--- src/rtl/stream_demux_pkg.sv ---
// rtl/stream_demux_pkg.sv - shared types and constants for stream_demux
// Contents: fifo_state_t (EMPTY/ONE/FULL), CW_DEFAULT counter width.
`ifndef WORD
`define WORD 64
`endif

package stream_demux_pkg;

   typedef enum logic [1:0] {
      EMPTY = 2'd0,
      ONE   = 2'd1,
      FULL  = 2'd2
   } fifo_state_t;

   localparam int CW_DEFAULT = 16;

endpackage

--- src/rtl/fifo2.sv ---
// rtl/fifo2.sv - two-entry FIFO with registered head word
// Ports: clk, reset (async, high), push/push_data (caller must not push when full),
//        pop (head consumed), head_data, valid (non-empty), full.
`ifndef WORD
`define WORD 64
`endif

module fifo2
   import stream_demux_pkg::*;
#(
   parameter int N = `WORD
) (
   input  logic         clk,
   input  logic         reset,
   input  logic         push,
   input  logic [N-1:0] push_data,
   input  logic         pop,
   output logic [N-1:0] head_data,
   output logic         valid,
   output logic         full
);

   fifo_state_t  state_q, state_d;
   logic [N-1:0] head_q, head_d;
   logic [N-1:0] tail_q, tail_d;

   always_ff @(posedge clk or posedge reset) begin
      if (reset) begin
         state_q <= EMPTY;
         head_q  <= '0;
         tail_q  <= '0;
      end else begin
         state_q <= state_d;
         head_q  <= head_d;
         tail_q  <= tail_d;
      end
   end

   always_comb begin
      state_d = state_q;
      head_d  = head_q;
      tail_d  = tail_q;
      case (state_q)
         EMPTY: begin
            if (push) begin
               state_d = ONE;
               head_d  = push_data;
            end
         end
         ONE: begin
            if (push && pop) begin
               // Old head leaves, new word takes its place.
               head_d = push_data;
            end else if (push) begin
               state_d = FULL;
               tail_d  = push_data;
            end else if (pop) begin
               state_d = EMPTY;
            end
         end
         FULL: begin
            // Push is never offered here; the tail just moves up.
            if (pop) begin
               state_d = ONE;
               head_d  = tail_q;
            end
         end
         default: state_d = EMPTY;
      endcase
   end

   assign head_data = head_q;
   assign valid     = (state_q != EMPTY);
   assign full      = (state_q == FULL);

endmodule

--- src/rtl/stream_demux.sv ---
// rtl/stream_demux.sv - steers an input stream to one of two buffered outputs
// Ports: clk, reset (async, high); in_data/in_sel/in_valid/in_ready input stream
//        (in_sel 0 -> A, 1 -> B); a_*/b_* output streams; a_count/b_count
//        delivered-word counters (wrap silently).
`ifndef WORD
`define WORD 64
`endif

module stream_demux
   import stream_demux_pkg::*;
#(
   parameter int N  = `WORD,
   parameter int CW = CW_DEFAULT
) (
   input  logic          clk,
   input  logic          reset,
   input  logic [N-1:0]  in_data,
   input  logic          in_sel,
   input  logic          in_valid,
   output logic          in_ready,
   output logic [N-1:0]  a_data,
   output logic          a_valid,
   input  logic          a_ready,
   output logic [CW-1:0] a_count,
   output logic [N-1:0]  b_data,
   output logic          b_valid,
   input  logic          b_ready,
   output logic [CW-1:0] b_count
);

   localparam logic [CW-1:0] CNT_ONE = {{(CW-1){1'b0}}, 1'b1};

   logic a_full, b_full;
   logic push_a, push_b;
   logic pop_a, pop_b;

   // Readiness looks only at the selected FIFO's fill level, never at the
   // consumers' ready, so a full FIFO refuses even while it is being drained.
   assign in_ready = in_sel ? !b_full : !a_full;

   assign push_a = in_valid && in_ready && !in_sel;
   assign push_b = in_valid && in_ready &&  in_sel;
   assign pop_a  = a_valid && a_ready;
   assign pop_b  = b_valid && b_ready;

   fifo2 #(.N(N)) u_fifo_a (
      .clk       (clk),
      .reset     (reset),
      .push      (push_a),
      .push_data (in_data),
      .pop       (pop_a),
      .head_data (a_data),
      .valid     (a_valid),
      .full      (a_full)
   );

   fifo2 #(.N(N)) u_fifo_b (
      .clk       (clk),
      .reset     (reset),
      .push      (push_b),
      .push_data (in_data),
      .pop       (pop_b),
      .head_data (b_data),
      .valid     (b_valid),
      .full      (b_full)
   );

   always_ff @(posedge clk or posedge reset) begin
      if (reset) begin
         a_count <= '0;
         b_count <= '0;
      end else begin
         if (pop_a) a_count <= a_count + CNT_ONE;
         if (pop_b) b_count <= b_count + CNT_ONE;
      end
   end

endmodule

--- config.mk ---
export PLATFORM = sky130hd
export DESIGN_NAME = stream_demux
export DESIGN_NICKNAME = d
export VERILOG_FILES = /design/src/rtl/stream_demux_pkg.sv /design/src/rtl/fifo2.sv /design/src/rtl/stream_demux.sv
export SDC_FILE = /design/constraint.sdc
export NUM_CORES = 1
export LEC_CHECK = 0
export CAP_MARGIN = 20
export CORE_MARGIN = 1
export CORE_UTILIZATION = 25
export DETAILED_ROUTE_END_ITERATION = 8
export DONT_BUFFER_PORTS = 1
export HOLD_SLACK_MARGIN = 0.05
export SLEW_MARGIN = 40
export SYNTH_ARGS = -nofsm -noshare
export SYNTH_HDL_FRONTEND = slang
export SYNTH_SLANG_ARGS = --single-unit
--- constraint.sdc ---
create_clock -name clk -period 15.17 [get_ports clk]
set_input_delay 0 -clock clk [delete_from_list [all_inputs] [get_ports clk]]
set_output_delay 0 -clock clk [all_outputs]
set_load 0.01 [all_outputs]
==> qor.csv <==
metric,value,unit
synth warn,0,
"FF+latch count, synth",292,
Worst Path Required,15620,ps
status,"finished, final reports clean",
row count,80,
max-cap violations,0,
slowest CP cell,buf_4,
DRT Wirelength,28900,um
Max Transition Viols Final,0,
Sink Count,292,
clock buffer count from CTS,31,
DIE AREA,49900,um2
TritonCTS clock tree,yes,
aggregate negative setup slack,0,ps
Clock Path Buffers,3,
top-count cell post-synth,dfrtp_1,
Critical R2R Launch,u_fifo_b.state_q[0],
WP data arrival,3120,ps
Tot GR Track Use,11.4,%
H-tree depth,1,
Crit. End Element,register,
syn_area_per_cell,12.6,um2
nature of the critical path startpoint,register,
initial antenna violation count,0,
most common library cells after synthesis,"292 x dfrtp_1, 136 x nor2_1, 131 x a21oi_1",
Core Area,48000,um2
crit path time final,2670,ps
Setup CP Type,reg2reg,
Antenna Nets Post-Route,0,
RSZ-0062 raised after global routing,no,
remaining global-route overflow,0,
Avg WL per Cell,17.3,um
vias in the first global route,7720,
die height,223,um
initial core utilization,25.5,%
"final std cell area, no fill",14600,um2
placed inst area,12900,um2
Tightest Pin Transition,784,ps
Syn Inst Count,974,
fin nets,1105,
ys async rst share,100,%
worst slack at placement,12440,ps
Pwr Density,160,nW/um2
Leak,0.00635,uW
Mapped Nets,1046,
DPL Wire Length,18100,um
diodes inserted,0,
drt first pass iters,4,
crit path cell chain,nor2b_1 > nor3b_4 > buf_6 > buf_4 > mux2_2,
Clock transition at path regs,60,ps
final hold vios,0,
number of synthesized flops with an enable pin,0,
Peak VDD IR,0.0000865,V
sequential-to-total area share from yosys stat,59.7,%
synth unique cells,33,
HP Class,in2async,
DRC viols,0,
input/output buffers,0,
layout cell share with drive strength beyond 1,10.3,%
synth top area cells,"dfrtp_1 60%, mux2i_1 11%, mux2_1 9.0%",
worst clock skew,14.5,ps
num ports,233,
GPL Wtd Cong,0.746,
Post-CTS Resized,0,
fmax,375,MHz
Synth-to-Final Area Change,19.5,%
Yosys top cell by area,dfrtp_1,
setup ws final,12500,ps
post-synth top area share,59.7,%
relative slew slack,47.8,%
Clock Latency Late Sink,580,ps
CP peak stage delay,520,ps
Main synth FF type,dfrtp_1,
endpoints failing setup,0,
Worst Path Max Fanout,46,
Post-Syn Area,12200,um2
Initial DRC Count,318,
global-route wire length before repair,45100,um
via count,7533,
CTS root buf,clkbuf_16,
Die W,223,um
Final Cycle Share,17.6,%
drt via density,4.51,
source of the critical timing path,u_fifo_b.state_q[0],
largest net degree at the start of global routing,96,
## placed cells by master, fill, tap and decap left out, drive strengths merged, types with 5 or more instances in the layout
| master | netlist | layout |
|---|---|---|
| mux2i | 130 | 130 |
| dfrtp | 292 | 292 |
| nand3 | 12 | 12 |
| xor2 | 7 | 7 |
| dlygate4sd3 | 0 | 70 |
| nand2 | 11 | 11 |
| mux2 | 130 | 130 |
| xnor2 | 23 | 23 |
| nor2 | 136 | 136 |
| inv | 4 | 5 |
| clkinv | 0 | 8 |
| a21oi | 131 | 131 |
| clkbuf | 2 | 41 |
| buf | 58 | 16 |
## cell families after synthesis
group / share of synthesized area, %
multiplexers: 22.6
buffers and inverters: 2.90
AO/OA/AOI/OAI: 5.92
XOR/XNOR: 2.15
flip-flops: 59.7
AND/OR/NAND/NOR: 6.56
adder cells (fa/ha/maj): 0.204
## report_power, final
group | total [uW] | leakage [uW] | internal (uW) | switching, uW
clock | 764 | 0.000503 | 449 | 316
sequential | 1240 | 0.00344 | 1020 | 219
combinational | 339 | 0.00241 | 178 | 162
total | 2340 | 0.00635 | 1650 | 697
## layout make-up
class | instances | area (um2)
clock inverters | 14 | 158
flip-flops and latches | 292 | 7310
clock buffers | 41 | 863
well taps | 615 | 769
repair buffers | 86 | 872
multi-input cells | 618 | 4640
fillers | 4860 | 33400
inverters | 4 | 22.5
## layer usage
metal	up-vias	share of wire (%)	GRT usage [%]
li1	3504	-	-
met1	3810	43	14.0
met2	183	47	18.8
met3	36	8.3	4.12
met4	0	2.0	3.25
met5	-	0	0
## critical path, delay by kind of cell, from the launching register on
kind | cells | cell delay (ps)
multiplexers | 1 | 400
flip-flops | 1 | 470
buffers and inverters | 2 | 710
AND/OR/NAND/NOR | 2 | 850
## path summary, 6_finish.rpt
kind | depth (start not counted) | to | slack [ps]
setup / recovery | 5 | u_fifo_b.tail_q[48] | 12500
max in group asynchronous | 4 | u_fifo_a.tail_q[63] | 13380
setup reg to reg | 5 | u_fifo_b.tail_q[48] | 12500
hold / removal | 2 | u_fifo_a.tail_q[59] | 10
min in group clk | 1 | in_ready | 90
hold reg to reg | 1 | u_fifo_a.tail_q[44] | 480
## flip-flops by register name, summed over array words and instances (netlist names)
name and flops:
u_fifo_a.head_data 64, u_fifo_a.tail_q 64, u_fifo_b.head_data 64, u_fifo_b.tail_q 64
a_count 16, b_count 16, u_fifo_a.state_q 2, u_fifo_b.state_q 2
## per-stage QoR
stage	util [%]	total power [uW]	hold slack [ps]	instances
CTS	30.4	2380	51.6	1670
floorplan	-	1460	77.5	974
detailed placement	26.9	1580	14.4	1545
global placement	26.7	1550	6.27	1541
global route	30.4	2480	78.5	1670
finish	30.4	2340	12.0	1670
## what timing repair did
action                                  4_1_cts  5_1_grt
hold buffers                                 70        0
endpoints found under the setup margin        0        0
hold endpoints to repair                    414        0
buffers inserted                              0        0
Power figures use the tool's default switching activity.
